<file path="config.mk">
export PLATFORM = sky130hd
export DESIGN_NAME = edge_event_collector
export DESIGN_NICKNAME = d
export VERILOG_FILES = /design/src/rtl/edge_pkg.sv /design/src/rtl/edge_lane_counter.sv /design/src/rtl/edge_event_collector.sv
export SDC_FILE = /design/constraint.sdc
export NUM_CORES = 1
export LEC_CHECK = 0
export BUFFER_PORTS_ARGS = -buffer_cell sky130_fd_sc_hd__buf_2
export CAP_MARGIN = 30
export CORE_AREA = 2 2 196 179
export DETAILED_ROUTE_END_ITERATION = 10
export DIE_AREA = 0 0 198 181
export REMOVE_ABC_BUFFERS = 1
export SYNTH_ARGS = -nofsm -noshare
export SYNTH_HDL_FRONTEND = slang
export SYNTH_SLANG_ARGS = --single-unit
</file>
<file path="constraint.sdc">
create_clock -name clk -period 3.65 [get_ports clk]
set_input_delay 0.1825 -clock clk [delete_from_list [all_inputs] [get_ports clk]]
set_output_delay 0.1825 -clock clk [all_outputs]
set_load 0.005 [all_outputs]
</file>
<file path="src/rtl/edge_pkg.sv">
// Shared definitions for the edge event collector: FSM state codes and lane index width helper.
package edge_pkg;

    typedef logic [1:0] state_t;

    localparam state_t ST_IDLE = 2'd0;
    localparam state_t ST_SCAN = 2'd1;
    localparam state_t ST_EMIT = 2'd2;

    // Lane index width, never narrower than one bit.
    function automatic int unsigned lane_w(input int unsigned lanes);
        return (lanes > 1) ? $clog2(lanes) : 1;
    endfunction

endpackage

</file>
<file path="src/rtl/edge_lane_counter.sv">
// Per-lane event counter with sticky overflow and handshake subtraction.
// EDGE_CNT_SAT_EN defined: saturate at all-ones; undefined: wrap modulo 2^CNT_W.
module edge_lane_counter #(
    parameter int unsigned CNT_W = 8
) (
    input  logic             clk,
    input  logic             resetn,
    input  logic             inc,
    input  logic             sub_en,
    input  logic [CNT_W-1:0] sub_val,
    output logic [CNT_W-1:0] count,
    output logic             ovf
);

    localparam logic [CNT_W-1:0] CNT_MAX = '1;

    logic [CNT_W-1:0] base_c;
    logic [CNT_W-1:0] count_d;
    logic             ovf_d;

    // Subtract the accepted snapshot first, then add this cycle's event.
    always_comb begin
        base_c  = sub_en ? (count - sub_val) : count;
        count_d = base_c;
        ovf_d   = sub_en ? 1'b0 : ovf;
        if (inc) begin
            if (!sub_en && (count == CNT_MAX)) begin
                ovf_d = 1'b1;
            end
`ifdef EDGE_CNT_SAT_EN
            count_d = (base_c == CNT_MAX) ? CNT_MAX : (base_c + CNT_W'(1));
`else
            count_d = base_c + CNT_W'(1);
`endif
        end
    end

    always_ff @(posedge clk) begin
        if (!resetn) begin
            count <= '0;
            ovf   <= 1'b0;
        end else begin
            count <= count_d;
            ovf   <= ovf_d;
        end
    end

endmodule

</file>
<file path="src/rtl/edge_event_collector.sv">
// Counts anyedge pulses per lane and, on flush, reads out one (lane, count) record per
// non-zero lane over a valid/ready port. Counter mode selected by EDGE_CNT_SAT_EN.
module edge_event_collector
    import edge_pkg::*;
#(
    parameter int unsigned LANES = 8,
    parameter int unsigned CNT_W = 8
) (
    input  logic                      clk,
    input  logic                      resetn,
    input  logic [LANES-1:0]          anyedge,
    input  logic                      flush,
    output logic                      out_valid,
    input  logic                      out_ready,
    output logic [lane_w(LANES)-1:0]  out_lane,
    output logic [CNT_W-1:0]          out_count,
    output logic [LANES-1:0]          overflow,
    output logic                      busy
);

    localparam int unsigned LANE_W = lane_w(LANES);
    localparam logic [LANE_W-1:0] LAST_IDX = LANE_W'(LANES - 1);

    state_t              state;
    state_t              state_d;
    logic [LANE_W-1:0]   idx;
    logic [LANE_W-1:0]   idx_d;
    logic                out_valid_d;
    logic [LANE_W-1:0]   out_lane_d;
    logic [CNT_W-1:0]    out_count_d;
    logic                hs_c;
    logic [LANES-1:0]    sub_en_c;
    logic [CNT_W-1:0]    lane_count [LANES];

    assign hs_c = out_valid & out_ready;

    for (genvar g = 0; g < LANES; g++) begin : g_lane
        assign sub_en_c[g] = hs_c && (out_lane == LANE_W'(g));

        edge_lane_counter #(
            .CNT_W (CNT_W)
        ) u_cnt (
            .clk     (clk),
            .resetn  (resetn),
            .inc     (anyedge[g]),
            .sub_en  (sub_en_c[g]),
            .sub_val (out_count),
            .count   (lane_count[g]),
            .ovf     (overflow[g])
        );
    end

    // Scan lanes in order; a non-empty lane is snapshotted and held until accepted.
    always_comb begin
        state_d     = state;
        idx_d       = idx;
        out_valid_d = out_valid;
        out_lane_d  = out_lane;
        out_count_d = out_count;
        case (state)
            ST_IDLE: begin
                if (flush) begin
                    state_d = ST_SCAN;
                    idx_d   = '0;
                end
            end
            ST_SCAN: begin
                if (lane_count[idx] != '0) begin
                    out_lane_d  = idx;
                    out_count_d = lane_count[idx];
                    out_valid_d = 1'b1;
                    state_d     = ST_EMIT;
                end else if (idx == LAST_IDX) begin
                    state_d = ST_IDLE;
                end else begin
                    idx_d = idx + LANE_W'(1);
                end
            end
            ST_EMIT: begin
                if (hs_c) begin
                    out_valid_d = 1'b0;
                    if (idx == LAST_IDX) begin
                        state_d = ST_IDLE;
                    end else begin
                        state_d = ST_SCAN;
                        idx_d   = idx + LANE_W'(1);
                    end
                end
            end
            default: begin
                state_d     = ST_IDLE;
                out_valid_d = 1'b0;
            end
        endcase
    end

    always_ff @(posedge clk) begin
        if (!resetn) begin
            state     <= ST_IDLE;
            idx       <= '0;
            out_valid <= 1'b0;
            out_lane  <= '0;
            out_count <= '0;
            busy      <= 1'b0;
        end else begin
            state     <= state_d;
            idx       <= idx_d;
            out_valid <= out_valid_d;
            out_lane  <= out_lane_d;
            out_count <= out_count_d;
            busy      <= (state_d != ST_IDLE);
        end
    end

endmodule

</file>
# == After elaboration in Yosys (flattened, before gate mapping) ==
# Index checks and enable logic that the tools add are counted.
# totals
register_bits,90
inputBits,12
output_inout_bits,21
# classes
add_sub_neg,17
magnitude_cmp,1
n_eq_ne,22
mux,57
n_bitwise,3
n_reduce_logical,32
# ops
cell,count
8-bit two-way mux,18
8-bit by 1-bit adder with 8-bit output (second input constant),8
8-bit equality test (second input constant),8
8-bit subtractor,8
1-bit two-way mux,27
8-bit binary-select mux with 3-bit select,1
1-bit logical AND,16
3-bit equality test (second input constant),5
3-bit two-way mux,4
3-bit one-hot mux with 3 select lines,1
1-bit zero test,8
2-bit two-way mux,4
2-bit != test (second input constant),4
8-bit nonzero test,1
3-bit by 2-bit equality test with 1-bit output (second input constant),2
2-bit one-hot mux with 3 select lines,1
4-bit greater-or-equal comparator (second input constant),1
3-bit NOT with 4-bit output,1
4-bit AND reduction,1
3-bit by 1-bit adder with 3-bit output (second input constant),1
3-bit by 1-bit equality test with 1-bit output (second input constant),1
3-bit zero test,1
1-bit one-hot mux with 3 select lines,1
3-bit AND reduction,1
other kinds (8),8

# == Logic depth before layout (Yosys ltp) ==
# Gate-level depths: netlist of the first run.
# logic_depth
depth_word,8
depth_mapped,13
mapped_depth_nobuf,12

# == Modules after synthesis ==
# From an unflattened synthesis of the first run, not the netlist that was laid out.
# unflattened
cells_unflattened,1025
hier_area_um2,8560.7
# modules_own_cells
mod,instances,cells_per_inst,area_per_inst_um2
edge_lane_counter (g_lane[0].u_cnt ...),5,111,882.1
edge_event_collector,1,147,1521.5
edge_lane_counter (g_lane[6].u_cnt),1,106,882.1
edge_lane_counter (g_lane[1].u_cnt),1,110,874.6
edge_lane_counter (g_lane[7].u_cnt),1,107,872.1

# == Worst setup path before layout of the first run ==
# OpenSTA, ideal clock, no wires.
# synth_timing
path_kind,flip-flop to flip-flop
from,reg out_count[1]
to,reg g_lane[6].u_cnt.count[7]
setup_ps,66
t_arrival_ps,2985
setup_slack_ps,599
path_stages_with_launch,10
path_buffers,0
period_less_slack_ps,3051
cell_sequence,dfxtp_1 inv_1 fa_1 a211o_1 and3_1 or4_4 a31oi_1 nand3_1 or4_1 nand4bb_1
# synth_via
elab_chain_len,4
# synth_rtl
item,line,text
"start, declared",edge_event_collector.sv:16,"output logic [CNT_W-1:0] out_count,"
"start signal, assigned",edge_event_collector.sv:110,out_count <= out_count_d;
8-bit subtractor *,edge_lane_counter.sv:23,base_c = sub_en ? (count - sub_val) : count;
8-bit two-way mux *,edge_lane_counter.sv:23,
8-bit by 1-bit adder with 8-bit output,edge_lane_counter.sv:33,count_d = base_c + CNT_W'(1);
8-bit two-way mux *,edge_lane_counter.sv:26,if (inc) begin
"end signal, assigned",edge_lane_counter.sv:43,count <= count_d;
"end, declared",edge_lane_counter.sv:11,"output logic [CNT_W-1:0] count,"
# Every way passes the cells marked *; elsewhere a longest branch is shown, timed or not.
# A chain may end at the register's enable or synchronous reset.

# == Worst setup path in the final report of the first run ==
# layout_timing
from,reg out_count[0]
to,reg g_lane[6].u_cnt.count[7]
# The elaborated chain is that of the path after synthesis.

==> metrics.cfg, run 1 <==
[status]
status=complete, no violations

[die]
die_width_um=198
die_height_um=181
rows=64
core_um2=33700
boundaryPins=33
dieArea_um2=35800
start_util=0.248

[clocking]
clock_path_buffers=2
ctsHtreeMaxLevel=3
tritoncts=done
cts_buffers=9
cts.sink_count=90
post-cts-setup-buffers=0
hold_buffers=0
clkTransAtPathRegs_ns=0.07
cts_root_buffer=clkbuf_16
cts_resized=0
worstSkewPairLatency_ns=0.36

[sta]
relSlewSlack=0.549
finClkSkew_ns=0.00813
fin_setup_tns_ns=0
period_needed_ns=3.29
timing_hold_violations_final=0
rsz0062_at_grt=false
drv_slew=0
worst_pin_slew_ns=0.675
fin_crit_sh=0.902
setup_viol=0
finalHoldWorstSlack_ns=0.124
fmax_ghz=0.304

[logic_synthesis]
synth_edf_count=0
synth_ff_type=dfxtp_1
ys_seq_elements=90
synth_top_area_cell=dfxtp_1
synth_area_um2=8360
synthTopCellsByArea=dfxtp_1 (22%), ha_1 (10%), nand2_1 (4.8%)
async_flop_share=0
synthDistinctLibCells=77
yosysTopAreaCellShare=0.215
avgSynthCellArea_um2=8.09
syn_inst=1034
yosysWarnings=0
synth-seq-area-share=0.215

[power]
powerDensity_nw_per_um2=489
pwr-share-clk=0.205
seq_power_share=0.257
internal_power_mw=2.60
pwr-share-comb=0.537
p_total_mw=4.53
ir_worst_vdd_mv=0.288
p_leak_nw=3.46
netSwitchingFraction=0.426
p_sw_mw=1.93

[global_route]
grt_max_degree=32
antenna_found_initial=0
grtUsageTotal=0.141
grt_pass1_vias=7371
grt-ovfl-total=0
grt_pass1_wl_mm=40.2

[worst_setup_path]
crit_fanout=7
cp_num_buf_inv=1
worst_path_max_delay_cell=dfxtp_1
startpoint_type=flip-flop
cp.arrival_ns=3.59
worstSetupEndpointType=flip-flop
cp_slowest_stage_delay_ns=0.55
crit_chain=ha_1, inv_1, fa_1, a211o_1, and3_1, or4_4, a31oi_1, nand3_1, or4_1, nand4bb_1
worstPathRequired_ns=3.94
path_class=flip-flop to flip-flop
critPathTopFamily=simple AND/OR/NAND/NOR gates

[drt]
vias=7867
wl_met3_mm=1.36
drt-total-wl_mm=25.0
dr.pass1.iters=5
ant_nets=0
drc=0
highest_layer=met4
met2_length_mm=11.1
first_iter_violations=657
via_per_inst=5.20
met1Wirelength_mm=12.0
wl_per_cell_um=16.5

[final_layout]
final_cell_mix=nand2_1 (107), nor2_1 (96), dfxtp_1 (90), ha_1 (70), o21ai_0 (49)
antenna_cells=0
fin_util=0.275
drive_above_1_share=0.0979
final_area_um2=9270
finalNetCount=1137
final_common_cell=nand2_1
syn2layout_area_growth_pct=10.8

[worst_hold_path]
worstHoldPathType=input pin to flip-flop

[flow_run]
maxCapViolCount=0

[placement]
place.port_buffers=32
place_hpwl_mm=19.2
gp_congestion=0.883
placed_area_um2=8970

synthesized netlist by cell type (13+ instances only):
cell type and instances:
nor3b_1 13, nor2b_1 17, a21oi_1 40, xor2_1 13, nor4_1 15, nand4_1 13
ha_1 70, clkbuf_1 24, mux2i_1 27, xnor2_1 45, dfxtp_1 90, nand3_1 32
nand2b_1 26, o211a_1 16, o21ai_0 49, nor3_1 39, nand2_1 107, o31a_1 17
nor2_1 96, inv_1 34
power by group through the flow:
| stage | combinational (mW) | clock, mW | sequential (mW) |
|---|---|---|---|
| detailed placement | 2.39 | 0 | 1.18 |
| global route | 2.69 | 0.992 | 1.18 |
| global placement | 2.36 | 0 | 1.18 |
| finish | 2.43 | 0.931 | 1.17 |
| CTS | 2.41 | 0.947 | 1.16 |
| floorplan | 1.81 | 0 | 1.17 |
stage by stage:
step / setup WS (ns) / instances
3_3_place_gp: 0.480 / 1498
6_report: 0.357 / 1514
2_1_floorplan: 0.586 / 987
5_1_grt: 0.146 / 1514
4_1_cts: 0.385 / 1514
3_5_place_dp: 0.418 / 1498
registers in the layout, summed over array words and instances, names as in the netlist:
| register | flops |
|---|---|
| g_lane.u_cnt.count | 64 |
| g_lane.u_cnt.ovf | 8 |
| out_count | 8 |
| idx | 3 |
| out_lane | 3 |
| state | 2 |
| busy | 1 |
| out_valid | 1 |
worst paths after layout:
kind | from | endpoint | slack, ns | depth (start not counted)
hold reg to reg | g_lane[1].u_cnt.ovf | g_lane[1].u_cnt.ovf | 0.50 | 2
setup / recovery | out_count[0] | g_lane[6].u_cnt.count[7] | 0.36 | 10
setup reg to reg | out_count[0] | g_lane[6].u_cnt.count[7] | 0.36 | 10
hold / removal | flush | state[0] | 0.12 | 3
cells by family after synthesis:
| kind of cell | count (synthesis) | share of synthesized area |
|---|---|---|
| simple gates | 451 | 0.287 |
| compound gates | 233 | 0.201 |
| flops | 90 | 0.215 |
| buf+inv | 82 | 0.0461 |
| fa+ha+maj | 78 | 0.124 |
| xor+xnor | 58 | 0.0607 |
| mux | 42 | 0.0660 |
area by class of cell:
cell class / count / area, um^2
timing repair buffer: 49 / 288
tap: 462 / 578
sequential: 90 / 1800
fill: 3632 / 24400
clock inverter: 5 / 37.5
inverter: 35 / 131
clock buffer: 11 / 253
multi-input combinational: 862 / 6180
per-layer routing:
layer,vias to the layer above,GRT usage
li1,3864,-
met1,3730,0.193
met2,229,0.224
met3,44,0.0215
met4,0,0.0484
met5,-,0
worst register-to-register path, cell delays in order, from the launching register on:
cell	delay (ns)
dfxtp_1	0.55
ha_1	0.24
inv_1	0.05
fa_1	0.42
a211o_1	0.30
and3_1	0.21
or4_4	0.49
a31oi_1	0.23
nand3_1	0.13
or4_1	0.50
nand4bb_1	0.11
Note: power is estimated with default switching activity, not from simulation.
==> run 2: changes to the inputs <==
--- a/config.mk
+++ b/config.mk
@@ -7,9 +7,12 @@
 export LEC_CHECK = 0
 export BUFFER_PORTS_ARGS = -buffer_cell sky130_fd_sc_hd__buf_2
 export CAP_MARGIN = 30
+export CELL_PAD_IN_SITES_DETAIL_PLACEMENT = 1
+export CELL_PAD_IN_SITES_GLOBAL_PLACEMENT = 1
 export CORE_AREA = 2 2 196 179
 export DETAILED_ROUTE_END_ITERATION = 10
 export DIE_AREA = 0 0 198 181
+export PLACE_DENSITY_LB_ADDON = 0.1
 export REMOVE_ABC_BUFFERS = 1
 export SYNTH_ARGS = -nofsm -noshare
 export SYNTH_HDL_FRONTEND = slang
==> run 2 against run 1 <==
Worst setup slack got worse by 0.0039 ns. Critical path depth rose by 1. Non-clock buffer count rose by 9. Critical endpoint unchanged.
==> metrics.cfg, run 2 (synthesis results as in run 1) <==
[die]
start_util=0.248  ; unchanged
core_um2=33700  ; unchanged
dieArea_um2=35800  ; unchanged
die_height_um=181  ; unchanged
rows=64  ; unchanged
die_width_um=198  ; unchanged
boundaryPins=33  ; unchanged

[drt]
first_iter_violations=376  ; -43%
drt-total-wl_mm=31.7  ; +27%
dr.pass1.iters=5  ; unchanged
wl_per_cell_um=20.8  ; +26%
drc=0  ; unchanged
via_per_inst=5.18  ; -0.25%
ant_nets=0  ; unchanged
vias=7889  ; +0.28%

[sta]
timing_hold_violations_final=0  ; unchanged
fin_crit_sh=0.903  ; +0.00107
fmax_ghz=0.303  ; -0.12%
fin_ws_ns=0.353  ; -0.00391 ns
relSlewSlack=0.511  ; -0.0381
rsz0062_at_grt=false
setup_viol=0  ; unchanged
period_needed_ns=3.30  ; +0.00391 ns
drv_slew=0  ; unchanged
worst_pin_slew_ns=0.732  ; +0.0573 ns
finClkSkew_ns=0.0102  ; +0.00208 ns
fin_setup_tns_ns=0  ; unchanged

[global_route]
antenna_found_initial=1  ; +1
grt-ovfl-total=0  ; unchanged
grtUsageTotal=0.183  ; +0.0418
grt_pass1_wl_mm=49.2  ; +22%
grt_pass1_vias=7920  ; +7.4%
grt_max_degree=32  ; unchanged

[clocking]
hold_buffers=0  ; unchanged
cts_buffers=9  ; unchanged
worstSkewPairLatency_ns=0.38  ; +0.02 ns
clock_path_buffers=2  ; unchanged
tritoncts=done
cts.sink_count=90  ; unchanged
cts_root_buffer=clkbuf_16
cts_resized=0  ; unchanged
post-cts-setup-buffers=0  ; unchanged
ctsHtreeMaxLevel=3  ; unchanged
clkTransAtPathRegs_ns=0.08  ; about the same

[status]
status=complete, no violations

[final_layout]
final_common_cell=nand2_1
final_area_um2=9320  ; +0.63%
finalNetCount=1146  ; +0.79%
regMostFlops=g_lane.u_cnt.count
largest_reg_flops=64  ; unchanged
drive_above_1_share=0.106  ; +0.00775
antenna_cells=0  ; unchanged
final_cell_mix=nand2_1 (107), nor2_1 (96), dfxtp_1 (89), ha_1 (70), o21ai_0 (49)
syn2layout_area_growth_pct=11.5
largestRegisters=g_lane.u_cnt.count (64), g_lane.u_cnt.ovf (8), out_count (8)

[power]
powerDensity_nw_per_um2=504  ; +3.1%
ir_worst_vdd_mv=0.224  ; -22%
p_leak_nw=3.50  ; +1.0%

[worst_setup_path]
r2r_start=out_count[1]
regToRegEndpoint=g_lane[6].u_cnt.count[7]
crit_fanout=10  ; +3
r2r_cells=11  ; +1
worstSetupEndpointType=flip-flop
startpoint_type=flip-flop
reg2reg_slack_ns=0.35  ; about the same
path_class=flip-flop to flip-flop
worstPathRequired_ns=3.96  ; +0.02 ns
cp.arrival_ns=3.61  ; +0.02 ns

[placement]
placed_area_um2=9040  ; +0.75%
place.port_buffers=32  ; unchanged
place_hpwl_mm=24.4  ; +27%
gp_congestion=0.791  ; -10%
pre_cts_slack_ns=0.206  ; -0.212 ns

[worst_hold_path]
worstHoldPathType=input pin to flip-flop
hold_depth=3  ; unchanged
min_to=state[0]
worstHoldStart=flush

[flow_run]
maxCapViolCount=0  ; unchanged

-- run 2: cell types whose count changed in the layout (fill, tap and decap cells not counted) --
cell        change
clkinv_4        -1
inv_6           -1
buf_4           +9
dfxtp_2         +1
clkinvlp_4      +1
dfxtp_1         -1
-- run 2: power by group --
| group | switching [mW] | leakage [nW] | internal, mW |
|---|---|---|---|
| logic | 1.50 | 2.64 | 1.05 |
| registers | 0.121 | 0.731 | 1.06 |
| clock network | 0.473 | 0.130 | 0.496 |
-- run 2: final cells by class --
cell class / instances / area, um^2
Clock buffer: 11 / 253
Multi-Input combinational cell: 862 / 6180
Timing Repair Buffer: 58 / 355
Clock inverter: 4 / 27.5
Inverter: 35 / 131
Sequential cell: 90 / 1800
Fill cell: 4054 / 24400
Tap cell: 462 / 578
-- run 2: through the flow --
| step | instances | total power [mW] | hold WS (ns) | utilization |
|---|---|---|---|---|
| 3_5_place_dp | 1507 | 3.74 | 0.483 | 0.268 |
| 2_1_floorplan | 987 | 2.98 | 0.300 | - |
| 3_3_place_gp | 1507 | 3.75 | 0.478 | 0.268 |
| 6_report | 1522 | 4.70 | 0.106 | 0.277 |
| 4_1_cts | 1522 | 4.75 | 0.0876 | 0.277 |
| 5_1_grt | 1522 | 5.10 | 0.130 | 0.277 |
-- run 2: how the worst max path moves through the flow --
stage                                     endpoint    startpoint
after detailed placement  g_lane[3].u_cnt.count[7]  out_count[0]
after global placement    g_lane[3].u_cnt.count[7]  out_count[0]
after floorplan           g_lane[2].u_cnt.count[7]  out_count[1]
after CTS                 g_lane[3].u_cnt.count[7]  out_count[0]
after global routing      g_lane[7].u_cnt.count[7]  out_count[1]
final                     g_lane[6].u_cnt.count[7]  out_count[1]
-- run 2: worst max-delay path, cell delays in order, from the launching register on --
cell and delay (ns):
dfxtp_1 0.32, inv_1 0.49, buf_4 0.34, ha_1 0.25, nor2b_1 0.17, o211a_1 0.25
o31a_1 0.28, o31ai_1 0.27, buf_4 0.19, nand3_1 0.08, or4_1 0.48, nand4bb_1 0.10
-- run 2: routing by layer --
layer	share of wire	vias up	global-route usage
li1	-	3874	-
met1	0.53	3906	0.270
met2	0.44	93	0.281
met3	0.025	16	0.0276
met4	0.0089	0	0.0295
met5	0	-	0
